<file path="src/rtl/result_axis_packer_pkg.sv">
// result_axis_packer_pkg: shared systolic-array stream types and sizes
package result_axis_packer_pkg;
    localparam int SA_ROWS    = 4;
    localparam int SA_COLS    = 4;
    localparam int SA_DATA_W  = 32;
    localparam int SA_PKT_LEN = SA_ROWS * SA_COLS;
    localparam int SA_KEEP_W  = SA_DATA_W / 8;
endpackage

</file>
<file path="src/rtl/result_axis_packer_if.sv">
// result_axis_packer_if: upstream word strobe plus AXI4-Stream output bundle
interface result_axis_packer_if import result_axis_packer_pkg::*; #(
    parameter int DATA_W = SA_DATA_W
) ();
    logic                  i_valid;
    logic [DATA_W-1:0]     i_data;
    logic                  o_tvalid;
    logic                  i_tready;
    logic [DATA_W-1:0]     o_tdata;
    logic                  o_tlast;
    logic [DATA_W/8-1:0]   o_tkeep;
    modport master (input i_valid, i_data, i_tready, output o_tvalid, o_tdata, o_tlast, o_tkeep);
    modport slave  (output i_valid, i_data, i_tready, input o_tvalid, o_tdata, o_tlast, o_tkeep);
endinterface

</file>
<file path="src/rtl/result_axis_packer_sync_fifo.sv">
// sync_fifo: single-clock show-ahead FIFO with wrap-bit pointers
module sync_fifo #(
    parameter int DATA_W = 32,
    parameter int DEPTH  = 32
) (
    input  logic              i_clk,
    input  logic              i_rst,
    input  logic              i_wr_en,
    input  logic [DATA_W-1:0] i_wr_data,
    input  logic              i_rd_en,
    output logic [DATA_W-1:0] o_rd_data,
    output logic              o_full,
    output logic              o_empty
);
    localparam int AW = $clog2(DEPTH);
    logic [DATA_W-1:0] r_mem [DEPTH];
    logic [AW:0]       r_wr_ptr, r_rd_ptr;
    logic              w_wr, w_rd;
    assign o_empty   = r_wr_ptr == r_rd_ptr;
    assign o_full    = (r_wr_ptr[AW] != r_rd_ptr[AW]) && (r_wr_ptr[AW-1:0] == r_rd_ptr[AW-1:0]);
    assign o_rd_data = r_mem[r_rd_ptr[AW-1:0]];
    // a write into a full FIFO is legal only when the same cycle frees a slot
    assign w_wr = i_wr_en && (!o_full || i_rd_en);
    assign w_rd = i_rd_en && !o_empty;
    always_ff @(posedge i_clk) begin
        if (!i_rst) begin
            r_wr_ptr <= '0;
            r_rd_ptr <= '0;
        end else begin
            if (w_wr) r_wr_ptr <= r_wr_ptr + 1'b1;
            if (w_rd) r_rd_ptr <= r_rd_ptr + 1'b1;
        end
    end
    always_ff @(posedge i_clk) begin
        if (w_wr) r_mem[r_wr_ptr[AW-1:0]] <= i_wr_data;
    end
endmodule

</file>
<file path="src/rtl/result_axis_packer.sv">
// result_axis_packer: buffers unthrottled result bursts and re-emits them as TLAST-framed AXI4-Stream packets
module result_axis_packer import result_axis_packer_pkg::*; #(
    parameter int DATA_W  = SA_DATA_W,
    parameter int DEPTH   = 32,
    parameter int PKT_LEN = SA_PKT_LEN
) (
    input  logic                 i_clk,
    input  logic                 i_rst,
    result_axis_packer_if.master axis,
    output logic                 o_overflow,
    output logic [15:0]          o_pkt_count,
    output logic                 o_busy
);
    localparam int BW = $clog2(PKT_LEN);
    logic              r_tvalid, r_overflow;
    logic [DATA_W-1:0] r_tdata;
    logic [BW-1:0]     r_beat;
    logic [15:0]       r_pkt_count;
    logic              w_hs, w_slot, w_pop, w_bypass, w_push, w_drop, w_last, w_full, w_empty;
    logic [DATA_W-1:0] w_head;
    assign w_hs     = r_tvalid && axis.i_tready;
    assign w_slot   = !r_tvalid || w_hs;
    assign w_pop    = w_slot && !w_empty;
    // an empty FIFO with a free output slot lets the word skip the FIFO entirely
    assign w_bypass = axis.i_valid && w_empty && w_slot;
    assign w_push   = axis.i_valid && !w_bypass && (!w_full || w_pop);
    assign w_drop   = axis.i_valid && !w_bypass && w_full && !w_pop;
    assign w_last   = r_tvalid && (r_beat == BW'(PKT_LEN - 1));
    sync_fifo #(.DATA_W(DATA_W), .DEPTH(DEPTH)) u_fifo (
        .i_clk     (i_clk),
        .i_rst     (i_rst),
        .i_wr_en   (w_push),
        .i_wr_data (axis.i_data),
        .i_rd_en   (w_pop),
        .o_rd_data (w_head),
        .o_full    (w_full),
        .o_empty   (w_empty)
    );
    always_ff @(posedge i_clk) begin
        if (!i_rst) begin
            r_tvalid    <= 1'b0;
            r_tdata     <= '0;
            r_beat      <= '0;
            r_pkt_count <= '0;
            r_overflow  <= 1'b0;
        end else begin
            if (w_pop || w_bypass) begin
                r_tvalid <= 1'b1;
                r_tdata  <= w_pop ? w_head : axis.i_data;
            end else if (w_hs) begin
                r_tvalid <= 1'b0;
            end
            if (w_hs) begin
                r_beat      <= w_last ? '0 : r_beat + 1'b1;
                r_pkt_count <= r_pkt_count + 16'(w_last);
            end
            r_overflow <= r_overflow | w_drop;
        end
    end
    assign axis.o_tvalid = r_tvalid;
    assign axis.o_tdata  = r_tdata;
    assign axis.o_tlast  = w_last;
    assign axis.o_tkeep  = '1;
    assign o_overflow    = r_overflow;
    assign o_pkt_count   = r_pkt_count;
    assign o_busy        = !w_empty || r_tvalid || (r_beat != '0);
endmodule

</file>
<file path="src/flat_wrapper.sv">
// flat-port wrapper written by rule: the top's interface ports become plain ports
module result_axis_packer_flat import result_axis_packer_pkg::*;
#(
    parameter int DATA_W  = SA_DATA_W,
    parameter int DEPTH   = 32,
    parameter int PKT_LEN = SA_PKT_LEN
)
  (i_clk, i_rst, o_overflow, o_pkt_count, o_busy, axis_i_valid, axis_i_data, axis_i_tready, axis_o_tvalid, axis_o_tdata, axis_o_tlast, axis_o_tkeep);
  result_axis_packer_if #(.DATA_W(DATA_W)) axis_i ();
  input  logic i_clk;
  input  logic i_rst;
  output logic o_overflow;
  output logic [15:0] o_pkt_count;
  output logic o_busy;
  input wire logic [$bits(axis_i.i_valid)-1:0] axis_i_valid;
  input wire logic [$bits(axis_i.i_data)-1:0] axis_i_data;
  input wire logic [$bits(axis_i.i_tready)-1:0] axis_i_tready;
  output wire logic [$bits(axis_i.o_tvalid)-1:0] axis_o_tvalid;
  output wire logic [$bits(axis_i.o_tdata)-1:0] axis_o_tdata;
  output wire logic [$bits(axis_i.o_tlast)-1:0] axis_o_tlast;
  output wire logic [$bits(axis_i.o_tkeep)-1:0] axis_o_tkeep;
  assign axis_i.i_valid = axis_i_valid;
  assign axis_i.i_data = axis_i_data;
  assign axis_i.i_tready = axis_i_tready;
  assign axis_o_tvalid = axis_i.o_tvalid;
  assign axis_o_tdata = axis_i.o_tdata;
  assign axis_o_tlast = axis_i.o_tlast;
  assign axis_o_tkeep = axis_i.o_tkeep;
  result_axis_packer #(.DATA_W(DATA_W), .DEPTH(DEPTH), .PKT_LEN(PKT_LEN)) u_core (.i_clk(i_clk), .i_rst(i_rst), .axis(axis_i), .o_overflow(o_overflow), .o_pkt_count(o_pkt_count), .o_busy(o_busy));
endmodule
</file>
<file path="config.mk">
export PLATFORM = sky130hd
export DESIGN_NAME = result_axis_packer_flat
export DESIGN_NICKNAME = d
export VERILOG_FILES = /design/src/rtl/result_axis_packer_pkg.sv /design/src/rtl/result_axis_packer_if.sv /design/src/rtl/result_axis_packer_sync_fifo.sv /design/src/rtl/result_axis_packer.sv /design/src/flat_wrapper.sv
export SDC_FILE = /design/constraint.sdc
export NUM_CORES = 1
export LEC_CHECK = 0
export ABC_CLOCK_PERIOD_IN_PS = 9600
export BUFFER_PORTS_ARGS = -buffer_cell sky130_fd_sc_hd__buf_2
export CAP_MARGIN = 20
export CORE_MARGIN = 2
export CORE_UTILIZATION = 55
export DETAILED_ROUTE_END_ITERATION = 8
export GPL_TIMING_DRIVEN = 1
export PLACE_DENSITY = 0.77
export REMOVE_ABC_BUFFERS = 1
export SYNTH_ARGS = -nofsm -noshare
export SYNTH_HDL_FRONTEND = slang
export SYNTH_SLANG_ARGS = --single-unit
</file>
<file path="constraint.sdc">
create_clock -name i_clk -period 9.6 [get_ports i_clk]
set_input_delay 1.92 -clock i_clk [delete_from_list [all_inputs] [get_ports i_clk]]
set_output_delay 1.92 -clock i_clk [all_outputs]
set_load 0.03 [all_outputs]
</file>
; ---- Word-level counts from Yosys, hierarchy flattened
; Memory sizes are Yosys's and may differ from the RTL's. A register that Yosys moved wholly into a read port is not among the register bits.
; Index checks and enable logic that the tools add are counted.
[totals]
word_cells = 49
mem_count = 1
reg_bits = 66
latch_bits = 0
mem_bits_rw = 1024
in_bits = 36
rom_bits = 0
out_inout_bits = 56
[mem_list]
columns = memory, depth, word_bits, rd, rd_ports_with_merged_regs, wr, line
row1 = u_core.u_fifo.r_mem, 32, 32, 1, 1, 1, result_axis_packer_sync_fifo.sv:16  ; logic [DATA_W-1:0] r_mem [DEPTH];
[op_classes]
add_sub_neg = 4
n_reduce_logical = 24
n_mux = 8
multipliers = 0
shifts = 0
magnitude_cmp = 0
div_mod_pow = 0
n_eq_ne = 4
n_bitwise = 1
[ops]
columns = op, count
row1 = two-way mux 32 bit, 1
row2 = adder 16 x 1 -> 16 bit, 1
row3 = adder 6 x 1 -> 6 bit (second input constant), 2
row4 = logical AND 1 bit, 12
row5 = two-way mux 5 bit, 2
row6 = equality test 6 bit, 1
row7 = equality test 5 bit, 1
row8 = zero test 1 bit, 5
row9 = logical OR 1 bit, 5
row10 = adder 4 x 1 -> 4 bit (second input constant), 1
row11 = equality test 4 bit (second input constant), 1
row12 = two-way mux 1 bit, 4
row13 = two-way mux 4 bit, 1
row14 = nonzero test 4 bit, 1
row15 = nonzero test 2 bit, 1
row16 = inequality test 1 bit, 1
row17 = OR 1 bit, 1

; ---- Depth between registers and ports, before layout
[logic_depth]
depth_word = 9
depth_mapped = 8
mapped_depth_nobuf = 8

; ---- By module
; From an unflattened synthesis, not the netlist that was laid out.
[hier_totals]
cells_unflattened = 2585
hier_area_um2 = 42956.2
[by_module_without_submodules]
columns = mod, seq_area_each_um2, area_each_um2, cells_per_inst, instances
row1 = sync_fifo, 31089.8, 40436.3, 2311, 1
row2 = result_axis_packer, 1081.0, 2519.9, 274, 1

; ---- Least setup slack after synthesis
; OpenSTA, ideal clock, no wires.
[synth_timing]
path_type = input port to flip-flop
startpoint = input port axis_i_tready
endpoint = memory u_core.u_fifo.r_mem[21][0] (enable)
t_required_ns = 9.179
path_stages = 7
setup_ns = 0.421
t_arrival_ns = 4.389
path_buffers = 2
path_slack_ns = 4.790
cell_sequence = nand2b_1 > clkbuf_1 > xnor2_1 > o31a_1 > buf_2 > nand2_1 > nor2_1
[synth_between]
elab_chain_len = 9
elab_cells_between_ends = 11
classes_between = 2 x mux / 9 x reduce/logical
[synth_lines]
columns = item, line
row1 = from (decl), flat_wrapper.sv:17  ; input wire logic [$bits(axis_i.i_tready)-1:0] axis_i_tready;
row2 = logical AND 1 bit (*), result_axis_packer.sv:21  ; assign w_hs = r_tvalid && axis.i_tready;
row3 = logical OR 1 bit (*), result_axis_packer.sv:22  ; assign w_slot = !r_tvalid || w_hs;
row4 = logical AND 1 bit, result_axis_packer.sv:25  ; assign w_bypass = axis.i_valid && w_empty && w_slot;
row5 = zero test 1 bit, result_axis_packer.sv:26  ; assign w_push = axis.i_valid && !w_bypass && (!w_full || w_pop);
row6 = logical AND 1 bit (2 in a row), result_axis_packer.sv:26
row7 = logical AND 1 bit (*), result_axis_packer_sync_fifo.sv:23  ; assign w_wr = i_wr_en && (!o_full || i_rd_en);
row8 = two-way mux 1 bit (*), result_axis_packer_sync_fifo.sv:35  ; if (w_wr) r_mem[r_wr_ptr[AW-1:0]] <= i_wr_data;
row9 = two-way mux 1 bit (implied by the code) (*), result_axis_packer_sync_fifo.sv:35
row10 = to (decl), result_axis_packer_sync_fifo.sv:16
; Every way passes the cells marked *; elsewhere a longest branch is shown, timed or not.

; ---- Worst setup path after layout
[layout_timing]
startpoint = input port axis_i_tready
endpoint = memory u_core.u_fifo.r_mem[30][8] (enable)
; The elaborated chain is that of the path after synthesis.

==> impl_metrics.tcl <==
set metrics [dict create \
    worstPathCellList "buf_2 -> nand2b_1 -> xnor2_1 -> o31a_1 -> nand2_1 -> nor2_4" \
    r2r_end "u_core.axis.o_tdata[6]$_SDFFE_PN0P_" \
    hpwl_um 54120 \
    path_buf_inv 1 \
    timing.final.crit_period_ns 4.626 \
    holdPathStages 2 \
    pre_cts_ws_ns 4.337 \
    crit_path_max_incr_delay_ns 1.09 \
    syn_area_um2 43100 \
    grt_start_max_net_pins 129 \
    path_max_fanout 32 \
    critical_path.top_delay_family "simple AND/OR/NAND/NOR gates" \
    worst_slew_pin_slew_ns 1.139 \
    grtUsageTotal_pct 23.33 \
    worstPathArrival_ns 4.89 \
    internal_power_mw 8.446 \
    hp-start "u_core.o_overflow$_SDFF_PN0_" \
    dr.pass1.iters 6 \
    crit_cells 6 \
    cts_buffer_depth 3 \
    slew_viol_final 0 \
    switching_share_pct 27.06 \
    numCtsBuffers 102 \
    ios 92 \
    crit_type "primary input to register" \
    grt_overflow 0 \
    die_h_um 283.9 \
    p_leak_nw 14.77 \
    area_growth_pct 11.22 \
    fin_nets 2469 \
    synth_enable_flop_cells 1024 \
    yosys-top-cells-area "edfxtp_1, mux2i_1, dfxtp_1" \
    std_cell_rows 102 \
    ant_nets 0 \
    cap_violations 0 \
    pwr-share-seq_pct 47.1 \
    synth_top_family_by_area "multiplexers" \
    cts_hold_buf 0 \
    synth-warning-count 0 \
    crit_required_ns 9.87 \
    end_kind "register" \
    peakVddDrop_mv 0.1655 \
    cts-resized-gates 0 \
    hold_viol_final 0 \
    cts_tree "done" \
    layout_commonest_cell "edfxtp_1" \
    die_area_um2 80610 \
    period_share_pct 48.19 \
    cts-root-buf "clkbuf_16" \
    setup_viol_count_final 0 \
    status "finished, final reports clean" \
    htree_levels 3 \
    ys_seq_elements 1095 \
    syn_avg_cell_area_um2 18.33 \
    rsz0062_at_grt "false" \
    initial_utilization_pct 55.63 \
    routed_wirelength_um 96540 \
    wl_per_cell_um 27.17 \
    worstRegToRegCells 7 \
    synth-compound-area-share_pct 8.158 \
    critPathSlowestCell "nor2_4" \
    fillCellCount 5307 \
    place.gp.congestion 0.8341 \
    reg2reg_slack_ns 5.49 \
    power.net_switching_mw 3.134 \
    grt_pass1_vias 22249 \
    synthXorXnorAreaFrac_pct 0.4848 \
    antenna_found_initial 1 \
    clock_skew_ns 0.03211 \
    cp-start-kind "primary input" \
    synth_cells 2351 \
    p_clk_share_pct 34.6 \
    drive_gt1_share_pct 14.77 \
    tns_ns 0 \
    clock_sinks 1095 \
    yosys-mux-area-fraction_pct 12.70 \
    synth_fa_ha_area_share_pct 0.2613 \
    setup_ws_ns 4.974 \
    port_buffers 87 \
    grt_pass1_wl_um 141100 \
    dieWidth_um 283.9 \
    drc 0 \
    yosysSeqAreaShare_pct 74.65 \
    synth_area_leader_cell "edfxtp_1" \
    drt-initial-drc-count 2374 \
    clock_latency_ns 0.67 \
    via_per_inst 6.350 \
    power_frac_comb_pct 18.4 \
    fmax_ghz 0.2162 \
    hold_ws_ns 0.4841 \
    hp-class "register to register" \
    powerDensity_nw_per_um2 241.6 \
    slew_headroom_pct 24.06 \
    layout_common_cells "edfxtp_1, mux2i_1, a22o_1, a221oi_1, clkbuf_16" \
    clkSlewWorstSetupHoldPaths_ns 0.06 \
    yosys.area_share.simple_pct 1.428 \
    core-area_um2 77470 \
    postCtsSetupRepairBufs 0 \
    ys_async_sr_fraction_pct 0 \
    holdPathEnd "u_core.o_overflow$_SDFF_PN0_" \
    ys.flop_type "edfxtp_1" \
    synth_cell_types 54 \
    synth_top_area_share_pct 71.35 \
    vias 22563 \
]
-- registers in the layout, indices dropped and copies added (netlist names), named ones only --
| name | cells |
|---|---|
| u_core.o_pkt_count | 16 |
| u_core.u_fifo.r_rd_ptr | 6 |
| u_core.r_beat | 4 |
| u_core.axis.o_tdata | 32 |
| u_core.u_fifo.r_wr_ptr | 6 |
| u_core.o_overflow | 1 |
| u_core.u_fifo.r_mem | 1024 |
| u_core.axis.o_tvalid | 1 |
-- worst min-delay path: cells and delay by family (launching register included) --
kind	cells	cell delay [ns]
flip-flops	1	0.33
AND/OR/NAND/NOR	1	0.07
AO/OA/AOI/OAI	1	0.04
-- routing by layer --
| metal | track usage, % | up-vias | share of wire (%) |
|---|---|---|---|
| li1 | - | 9758 | - |
| met1 | 33.43 | 11611 | 41 |
| met2 | 36.71 | 1059 | 48 |
| met3 | 5.539 | 133 | 9.5 |
| met4 | 5.026 | 2 | 1.6 |
| met5 | 0 | - | 0.013 |
-- per-stage QoR --
step           utilization (%)  instances  cell area (µm²)  total power, mW
2_1_floorplan                -       2204            42160            8.116
3_3_place_gp             57.25       3351            44350            7.594
3_5_place_dp             57.25       3351            44350            7.652
4_1_cts                  61.57       3543            47700            11.59
5_1_grt                  61.87       3552            47930            11.89
6_report                 61.87       3553            47930            11.58
-- cell type report --
cell class,count,area (µm²),area share (%)
Clock buffer,131,2743,5.722
Multi-Input combinational cell,1097,10220,21.32
Inverter,12,45.04,0.09398
Timing Repair Buffer,116,843.3,1.759
Antenna cell,1,2.502,0.005221
Tap cell,1040,1301,2.715
Sequential cell,1095,32170,67.13
Clock inverter,61,603.1,1.258
-- logic make-up (layout without fill, tap and decap cells) --
family / Yosys count / after routing
flops: 1095 / 1095
mux: 547 / 547
compound gates: 384 / 384
buf+inv: 162 / 320
simple gates: 130 / 130
xor+xnor: 23 / 23
fa+ha+maj: 9 / 9
other cells: 1 / 5
-- synth_stat cells, types with 20 or more instances --
| cell type | number |
|---|---|
| o22ai_1 | 64 |
| nor2_1 | 57 |
| a221oi_2 | 20 |
| dfxtp_1 | 71 |
| edfxtp_1 | 1024 |
| mux2i_1 | 547 |
| a221oi_1 | 108 |
| nand2_1 | 25 |
| buf_6 | 24 |
| o32ai_2 | 32 |
| clkbuf_1 | 66 |
| a22o_1 | 128 |
| buf_4 | 23 |
-- power groups by stage --
stage / clock (mW) / combinational [mW] / sequential, mW
final: 4.00 / 2.12 / 5.45
after global routing: 4.21 / 2.23 / 5.46
after CTS: 4.03 / 2.11 / 5.45
after detailed placement: 0 / 2.10 / 5.55
after global placement: 0 / 2.05 / 5.54
after floorplan: 0 / 2.32 / 5.80
-- worst max path at each step --
| stage | endpoint | slack (ns) | startpoint |
|---|---|---|---|
| final | u_core.u_fifo.r_mem[30][8]$_DFFE_PP_ | 4.97 | axis_i_tready |
| after global routing | u_core.u_fifo.r_mem[10][0]$_DFFE_PP_ | 4.86 | axis_i_tready |
| after CTS | u_core.u_fifo.r_mem[26][26]$_DFFE_PP_ | 5.00 | axis_i_tready |
| after detailed placement | u_core.u_fifo.r_mem[26][15]$_DFFE_PP_ | 4.34 | axis_i_tready |
| after global placement | u_core.u_fifo.r_mem[21][3]$_DFFE_PP_ | 4.39 | axis_i_tready |
| after floorplan | u_core.axis.o_tdata[10]$_SDFFE_PN0P_ | -9.18 | register |
Note: power is estimated with default switching activity, not from simulation.
